### src/rtl/bus_decoder.sv
// bus_decoder: single-master address decoder with per-region wait states.
// A strobe seen in IDLE either opens an ACCESS to the lowest-index region
// containing the address, or goes straight to DONE as a bus error when the
// address is unmapped or both strobes are low at once.
// Optional feature macro: BUS_DECODER_ERR_CAPTURE_EN adds a register that
// holds the address of the first error access on err_address.
module bus_decoder #(
  parameter int                            NUM_REGIONS  = 2,
  parameter logic [16*NUM_REGIONS-1:0]     REGION_BASE  = {16'hFF80, 16'h0000},
  parameter logic [16*NUM_REGIONS-1:0]     REGION_LIMIT = {16'hFFFE, 16'h3FFF},
  parameter logic [4*NUM_REGIONS-1:0]      REGION_WAIT  = {4'd0, 4'd2}
) (
  input  logic                       clk,
  input  logic                       rst_n,
  input  logic [15:0]                db_address,
  input  logic                       db_nread,
  input  logic                       db_nwrite,
  input  logic [7:0]                 db_wdata,
  output logic [7:0]                 db_rdata,
  output logic                       db_ready,
  output logic [15:0]                tgt_address,
  output logic [7:0]                 tgt_wdata,
  output logic                       tgt_nread,
  output logic                       tgt_nwrite,
  output logic [NUM_REGIONS-1:0]     tgt_nsel,
  input  logic [8*NUM_REGIONS-1:0]   tgt_rdata,
  output logic                       bus_error,
  output logic [15:0]                err_address
);

  typedef enum logic [1:0] {
    IDLE   = 2'd0,
    ACCESS = 2'd1,
    DONE   = 2'd2
  } state_e;

  localparam logic [NUM_REGIONS-1:0] NSEL_OFF = {NUM_REGIONS{1'b1}};

  state_e                   state_q, state_d;
  logic [15:0]              addr_q, addr_d;
  logic                     nread_q, nread_d;
  logic                     nwrite_q, nwrite_d;
  logic [2:0]               region_q, region_d;
  logic [3:0]               wait_q, wait_d;
  logic [NUM_REGIONS-1:0]   nsel_q, nsel_d;
  logic [7:0]               rdata_q, rdata_d;
  logic                     ready_q, ready_d;
  logic                     err_q, err_d;

  logic                     hit_s;
  logic [2:0]               hit_idx_s;
  logic [3:0]               hit_wait_s;
  logic [NUM_REGIONS-1:0]   onecold_s;
  logic [7:0]               rd_sel_s;
  logic                     any_s;
  logic                     both_s;
  logic                     err_set_s;

  assign any_s     = ~db_nread | ~db_nwrite;
  assign both_s    = ~db_nread & ~db_nwrite;
  assign tgt_wdata = db_wdata;

  // Region decode; scanning high to low lets the lowest matching index win.
  always_comb begin
    hit_s      = 1'b0;
    hit_idx_s  = 3'd0;
    hit_wait_s = 4'd0;
    for (int i = NUM_REGIONS - 1; i >= 0; i--) begin
      if ((db_address >= REGION_BASE[16*i +: 16]) && (db_address <= REGION_LIMIT[16*i +: 16])) begin
        hit_s      = 1'b1;
        hit_idx_s  = 3'(i);
        hit_wait_s = REGION_WAIT[4*i +: 4];
      end else begin
        hit_s      = hit_s;
        hit_idx_s  = hit_idx_s;
        hit_wait_s = hit_wait_s;
      end
    end
  end

  // One-cold select pattern for the decoded region.
  always_comb begin
    onecold_s = NSEL_OFF;
    for (int i = 0; i < NUM_REGIONS; i++) begin
      onecold_s[i] = (hit_idx_s != 3'(i));
    end
  end

  // Read-data mux for the region currently being accessed.
  always_comb begin
    rd_sel_s = 8'hFF;
    for (int i = 0; i < NUM_REGIONS; i++) begin
      if (region_q == 3'(i)) begin
        rd_sel_s = tgt_rdata[8*i +: 8];
      end else begin
        rd_sel_s = rd_sel_s;
      end
    end
  end

  // Next-state and output logic of the access FSM.
  always_comb begin
    state_d   = state_q;
    addr_d    = addr_q;
    nread_d   = nread_q;
    nwrite_d  = nwrite_q;
    region_d  = region_q;
    wait_d    = wait_q;
    nsel_d    = nsel_q;
    rdata_d   = rdata_q;
    ready_d   = 1'b0;
    err_set_s = 1'b0;
    case (state_q)
      IDLE: begin
        if (any_s) begin
          addr_d = db_address;
          if (hit_s && !both_s) begin
            state_d  = ACCESS;
            nread_d  = db_nread;
            nwrite_d = db_nwrite;
            region_d = hit_idx_s;
            wait_d   = hit_wait_s;
            nsel_d   = onecold_s;
          end else begin
            state_d   = DONE;
            rdata_d   = 8'hFF;
            err_set_s = 1'b1;
          end
        end else begin
          state_d = IDLE;
        end
      end
      ACCESS: begin
        if (!any_s) begin
          // Master gave up: drop the select without completing.
          state_d  = IDLE;
          nsel_d   = NSEL_OFF;
          nread_d  = 1'b1;
          nwrite_d = 1'b1;
        end else if (wait_q == 4'd0) begin
          state_d  = DONE;
          nsel_d   = NSEL_OFF;
          nread_d  = 1'b1;
          nwrite_d = 1'b1;
          if (!nread_q) begin
            rdata_d = rd_sel_s;
          end else begin
            rdata_d = rdata_q;
          end
        end else begin
          wait_d = wait_q - 4'd1;
        end
      end
      DONE: begin
        ready_d = any_s;
        if (any_s) begin
          state_d = DONE;
        end else begin
          state_d = IDLE;
        end
      end
      default: begin
        state_d = IDLE;
        nsel_d  = NSEL_OFF;
      end
    endcase
    err_d = err_q | err_set_s;
  end

  // FSM and datapath registers.
  always_ff @(posedge clk or negedge rst_n) begin
    if (!rst_n) begin
      state_q  <= IDLE;
      addr_q   <= 16'h0000;
      nread_q  <= 1'b1;
      nwrite_q <= 1'b1;
      region_q <= 3'd0;
      wait_q   <= 4'd0;
      nsel_q   <= NSEL_OFF;
      rdata_q  <= 8'hFF;
      ready_q  <= 1'b0;
      err_q    <= 1'b0;
    end else begin
      state_q  <= state_d;
      addr_q   <= addr_d;
      nread_q  <= nread_d;
      nwrite_q <= nwrite_d;
      region_q <= region_d;
      wait_q   <= wait_d;
      nsel_q   <= nsel_d;
      rdata_q  <= rdata_d;
      ready_q  <= ready_d;
      err_q    <= err_d;
    end
  end

  assign db_rdata    = rdata_q;
  assign db_ready    = ready_q;
  assign tgt_address = addr_q;
  assign tgt_nread   = nread_q;
  assign tgt_nwrite  = nwrite_q;
  assign tgt_nsel    = nsel_q;
  assign bus_error   = err_q;

`ifdef BUS_DECODER_ERR_CAPTURE_EN
  logic [15:0] err_addr_q, err_addr_d;

  // Keep the address of the first error only; later errors are ignored.
  always_comb begin
    if (err_set_s && !err_q) begin
      err_addr_d = db_address;
    end else begin
      err_addr_d = err_addr_q;
    end
  end

  // Error address register.
  always_ff @(posedge clk or negedge rst_n) begin
    if (!rst_n) begin
      err_addr_q <= 16'h0000;
    end else begin
      err_addr_q <= err_addr_d;
    end
  end

  assign err_address = err_addr_q;
`else
  assign err_address = 16'h0000;
`endif

endmodule

### config.mk
export PLATFORM = sky130hd
export DESIGN_NAME = bus_decoder
export DESIGN_NICKNAME = d
export VERILOG_FILES = /design/src/rtl/bus_decoder.sv
export SDC_FILE = /design/constraint.sdc
export NUM_CORES = 1
export LEC_CHECK = 0
export ABC_AREA = 1
export CORE_MARGIN = 3
export CORE_UTILIZATION = 30
export CTS_CLUSTER_SIZE = 8
export DETAILED_ROUTE_END_ITERATION = 7
export MAX_ROUTING_LAYER = met4
export PLACE_DENSITY = 0.56
export RECOVER_POWER = 100
export SLEW_MARGIN = 20
export SYNTH_ARGS = -nofsm -noshare
export SYNTH_HDL_FRONTEND = slang
export SYNTH_SLANG_ARGS = --single-unit
### constraint.sdc
create_clock -name clk -period 3 [get_ports clk]
set_input_delay 0.6 -clock clk [delete_from_list [all_inputs] [get_ports clk]]
set_output_delay 0.6 -clock clk [all_outputs]
set_load 0.05 [all_outputs]
Word-level counts from Yosys, hierarchy flattened
Index checks and enable logic that the tools add are counted.
- word-level logic and storage cells: 89
- register bits after elaboration: 39
- input bits: 44
- muxes and demuxes: 41
- magnitude comparators: 4
- bitwise gates (word level): 6
- eq/ne operators: 12
- reduce and logical (&&, ||, !) cells: 15
- $add $sub $neg: 1
- operators by type and width (cell ; number):
    8-bit 2-to-1 mux ; 7
    2-bit 2-to-1 mux ; 10
    16-bit by 1-bit greater-or-equal comparator with 1-bit output (second input constant) ; 1
    16-bit greater-or-equal comparator (second input constant) ; 1
    16-bit by 14-bit <= comparator with 1-bit output (second input constant) ; 1
    16-bit <= comparator (second input constant) ; 1
    4-bit 2-to-1 mux ; 4
    8-bit one-hot mux with 2 select lines ; 1
    2-bit inequality test (second input constant) ; 7
    1-bit 2-to-1 mux ; 13
    2-bit one-hot mux with 3 select lines ; 2
    4-bit one-hot mux with 2 select lines ; 1
    4-bit AND reduction ; 2
    6-bit AND reduction ; 1
    5-bit AND reduction ; 1
    4-bit zero test ; 1
    1-bit one-hot mux with 2 select lines ; 2
    4-bit by 1-bit subtractor with 4-bit output (second input constant) ; 1
    3-bit by 1-bit equality test with 1-bit output (second input constant) ; 1
    1-bit logical AND ; 3
    3-bit zero test ; 1
    3-bit 2-to-1 mux ; 1
    3-bit by 1-bit inequality test with 1-bit output (second input constant) ; 1
    3-bit inequality test (second input constant) ; 1
    other kinds (11) ; 14

Depth between registers and ports, before layout
- depth in word-level cells: 9
- gate-level depth with buffers: 12
- gate-level depth less buffers: 11

Least setup slack after synthesis
No wires, ideal clock.
- kind: flip-flop to flip-flop
- start: register state_q[0]
- end: register wait_q[0]
- buffers on the path: 0
- cell stages (with the launch flop): 9
- path slack: 1.482 ns
- arrival: 1.401 ns
- cell sequence: dfrtp_1 -> inv_1 -> ha_1 -> inv_2 -> nor2_1 -> o22ai_1 -> nand3_1 -> nand2_1 -> nand2_1
- cells in the longest elaborated chain, start to end: 3
- RTL lines (item ; line ; RTL):
    from (decl) ; 39 ; state_e state_q, state_d;
    from (signal assigned) ; 184 ; state_q <= state_d;
    2-bit by 1-bit equality test with 1-bit output / 2-bit zero test (equally long branches) ; 113 ; case (state_q)
    2-bit inequality test (no line) / 2-bit nonzero test (equally long branches) ; -- ;
    5-bit AND reduction (no line) ; -- ;
    to (signal assigned) ; 189 ; wait_q <= wait_d;
    to (decl) ; 44 ; logic [3:0] wait_q, wait_d;
Parallel ways exist; a longest one is shown, timed or not.
A chain may end at the register's enable or synchronous reset.

Worst setup path after layout
- start: register nsel_q[0] (netlist: tgt_nsel[0])
- end: output tgt_nsel[0]
- RTL lines (item ; line ; RTL):
    from (decl) ; 45 ; logic [NUM_REGIONS-1:0] nsel_q, nsel_d;
    from (signal assigned) ; 190 ; nsel_q <= nsel_d;
    to (decl) ; 25 ; output logic [NUM_REGIONS-1:0] tgt_nsel,
No word-level cell between the ends.

==> results.tsv <==
stage	metric	value	unit
global_route	grt_pass1_wl	8.86	mm
floorplan	dieHeight	93.6	um
worst_setup_path	worst_ep_required_time	2.40	ns
final_layout	antenna-diode-count	0	
final_layout	layout.cells.most_common_list	63 x sky130_fd_sc_hd__nand2_1, 32 x sky130_fd_sc_hd__clkdlybuf4s50_1, 32 x sky130_fd_sc_hd__dlygate4sd3_1	
floorplan	core	7370	sq um
worst_setup_path	timing.critical_path.to_type	output port	
worst_hold_path	min-delay-start	tgt_nwrite	
detailed_routing	drt-wirelength-per-cell	12.0	um
floorplan	die-width	93.6	um
clock_tree	post_cts.resized_instances	0	
worst_setup_path	crit_path_max_fanout	2	
clock_tree	worstSkewPairLatency	0.29	ns
final_layout	fill_cells	756	
pwr	netSwitchingPower	1.50	mW
worst_setup_path	critPathArrivalTime	1.71	ns
detailed_routing	detail_route.vias_per_cell	4.30	
clock_tree	post_cts_hold_buffer_count	0	
pwr	p_clk_frac	0.113	
outcome	failing_checks	max-capacitance violations, max-slew violations	
outcome	outcome	finished, violations left	
pwr	switching_fraction	0.505	
worst_setup_path	regToRegEndpoint	db_rdata[0]	
final_layout	multiInputGateArea	1010	sq um
global_route	grt.overflow.total	0	
final_layout	synthToLayoutAreaGrowth	27.2	%
worst_setup_path	worst_path_cell_chain	dlygate4sd3_1	
floorplan	initial_core_utilization	0.313	
synthesis	synth_top_area_frac	0.272	
worst_setup_path	cpMaxStageDelayCell	sky130_fd_sc_hd__dlygate4sd3_1	
worst_setup_path	criticalPathCategory	reg -> out	
worst_setup_path	rr_startpoint	state_q[1]	
floorplan	top_level_ports	98	
clock_tree	clock_slew_seen_by_the_registers_of_the_worst_setup_and_hold_paths	0.08	ns
timing	min_period_over_period	0.772	
worst_hold_path	worst_hold_path.num_cells	2	
worst_setup_path	dominant_delay_contributor_by_cell_family_on_the_critical_path	buffers and inverters	
synthesis	number_of_synthesized_flops_with_an_enable_pin	0	
timing	period_minus_slack	2.31	ns
timing	report.final.hold_viol_count	0	
placement	dp_wirelength	3.95	mm
final_layout	final_common_cell	sky130_fd_sc_hd__nand2_1	
detailed_routing	num_vias	1863	
global_route	number_of_global_route_vias_before_repair	1830	
timing	worst_slew_margin_rel	-0.306	
detailed_routing	final_routed_wirelength	5.20	mm
synthesis	yosys_warnings	0	
clock_tree	cts-root-to-sink-buffers	2	
synthesis	synthesis.area	2300	sq um
global_route	globalRouteTotalUtil	0.130	
worst_setup_path	ff2ff_setup_slack	0.80	ns
pwr	seq_power_share	0.299	
worst_setup_path	worstSetupStartpointType	flop	
final_layout	drive_gt1_frac	0.138	
detailed_routing	antenna_violating_nets_post_route	0	
timing	rsz0062_at_grt	false	
synthesis	postSynth.topFlopCell	sky130_fd_sc_hd__dfrtp_1	
worst_hold_path	hold_end	tgt_nwrite	
synthesis	netlist.top_cell.by_area	sky130_fd_sc_hd__dfrtp_1	
global_route	antenna_found_initial	0	
detailed_routing	dr.first_iter.drc_count	56	
synthesis	synth-seq-cells	37	
floorplan	floorplan.die_area	8770	sq um
worst_setup_path	worst_path_largest_cell_delay	0.89	ns
detailed_routing	drt-pass1-iter-count	4	
clock_tree	clock_sink_count	37	
clock_tree	number_of_buffers_inserted_during_clock_tree_synthesis	5	
timing	worst_pin_slew	1.96	ns
clock_tree	postCtsSetupBuffers	0	
synthesis	ys_async_sr_fraction	1.00	
timing	timing.final.setup_violations	0	
pwr	total_power	2.97	mW
worst_setup_path	worst_r2r_path_depth	8	
pwr	power_frac_comb	0.589	
timing	timing.final.max_slew_violations	38	
timing	clock.fmax	432	MHz
clock_tree	tritoncts	yes	
synthesis	synth_cell_type_count	34	
pwr	p_leak	1.34	nW
timing	setup-tns-final	0	ns
placement	port-buffer-count	65	
placement	gp_congestion	0.838	
final_layout	register_area	941	sq um
synthesis	synth.yosys.seq_area_share	0.408	
floorplan	std_cell_rows	31	
final_layout	final_nets	383	
synthesis	synthesis.instances	275	
flow_run	max_cap_viol_count	1	
timing	final.setup_skew	0.00801	ns
pwr	peakVddDrop	0.302	mV
synthesis	synthesis.area_per_instance	8.38	sq um
synthesis	netlist_top_cells_area	sky130_fd_sc_hd__dfrtp_1 27%, sky130_fd_sc_hd__dfstp_2 14%, sky130_fd_sc_hd__nand2_1 9.6%, sky130_fd_sc_hd__buf_4 7.8%, sky130_fd_sc_hd__mux2_2 4.9%	
worst_hold_path	worst_hold_path_type	reg -> reg	
worst_setup_path	critical_path_buf_inv_count	1	
pwr	p_int	1.47	mW
clock_tree	cts-root-buf	sky130_fd_sc_hd__clkbuf_8	
pwr	power.density	1010	nW/um^2
global_route	grt_start_max_net_pins	38	
detailed_routing	post-route-drc-count	0	
clock_tree	cts.htree.levels	2	
worst_setup_path	critPathLaunch	tgt_nsel[0]	
-- state kept, by name, indices dropped and copies added, names as in the netlist --
signal,flops
tgt_address,16
db_rdata,8
wait_q,4
state_q,2
tgt_nsel,2
bus_error,1
db_ready,1
region_q,1
tgt_nread,1
tgt_nwrite,1
-- cell families after synthesis --
family                     share of synthesized area
AOI/OAI and AO/OA                              0.109
xor gates and xnor gates                     0.00380
adders and majority gates                     0.0326
buffers and inverters                          0.152
DFF                                            0.408
muxes                                         0.0489
other                                        0.00163
and+or+nand+nor                                0.244
-- synth_stat cells, drive strengths merged (2+ instances only) --
master / instances
a21oi: 10
buf: 27
clkbuf: 3
dfrtp: 25
dfstp: 12
ha: 6
inv: 32
mux2: 10
nand2: 69
nand3: 9
nand4: 12
nor2: 22
nor3: 2
nor3b: 2
o21ai: 28
-- power by group through the flow --
stage | clock network [mW] | logic (mW) | registers [mW]
after floorplan | 0 | 0.735 | 1.59
after global placement | 0 | 1.91 | 0.908
after detailed placement | 0 | 1.91 | 0.912
after CTS | 0.352 | 1.91 | 0.904
after global routing | 0.369 | 1.89 | 0.923
final | 0.335 | 1.75 | 0.888
-- how the worst max path moves through the flow --
| stage | to | slack [ns] | cells after the start |
|---|---|---|---|
| 2_1_floorplan | wait_q[0] | 1.48 | 8 |
| 3_3_place_gp | wait_q[0] | 0.78 | 12 |
| 3_5_place_dp | wait_q[3] | 0.75 | 12 |
| 4_1_cts | tgt_nread | 0.74 | 1 |
| 5_1_grt | db_rdata[4] | 0.44 | 11 |
| 6_report | tgt_nsel[0] | 0.69 | 1 |
-- final cells by class --
type | instances | area share
tap | 99 | 0.0423
clock inverter | 2 | 0.00342
clock buffer | 6 | 0.0248
sequential | 37 | 0.321
multi-input combinational | 191 | 0.346
timing repair buffer | 66 | 0.221
inverter | 32 | 0.0410
-- worst register-to-register path, delay by kind of cell (launching register included) --
kind / cells / cell delay, ns
adder cells (fa/ha/maj): 1 / 0.47
AO/OA/AOI/OAI: 2 / 0.40
flip-flops: 1 / 0.40
buffers and inverters: 2 / 0.29
AND/OR/NAND/NOR: 3 / 0.56
-- stage by stage --
stage,setup slack (ns),area [sq um],hold WS (ns),std cells,utilization
6_report,0.685,2930,0.468,433,0.398
5_1_grt,0.442,2930,0.499,433,0.398
4_1_cts,0.736,2990,0.441,433,0.406
3_5_place_dp,0.748,2910,0.461,425,0.395
3_3_place_gp,0.775,2910,0.458,425,0.395
2_1_floorplan,1.48,2360,0.304,290,-
-- layer usage --
layer,vias up,GRT usage,routed length [um]
li1,962,-,-
met1,853,0.166,2440
met2,43,0.206,2390
met3,5,0.0314,303
met4,0,0.0361,64
met5,-,-,0
Power figures use the tool's default switching activity.
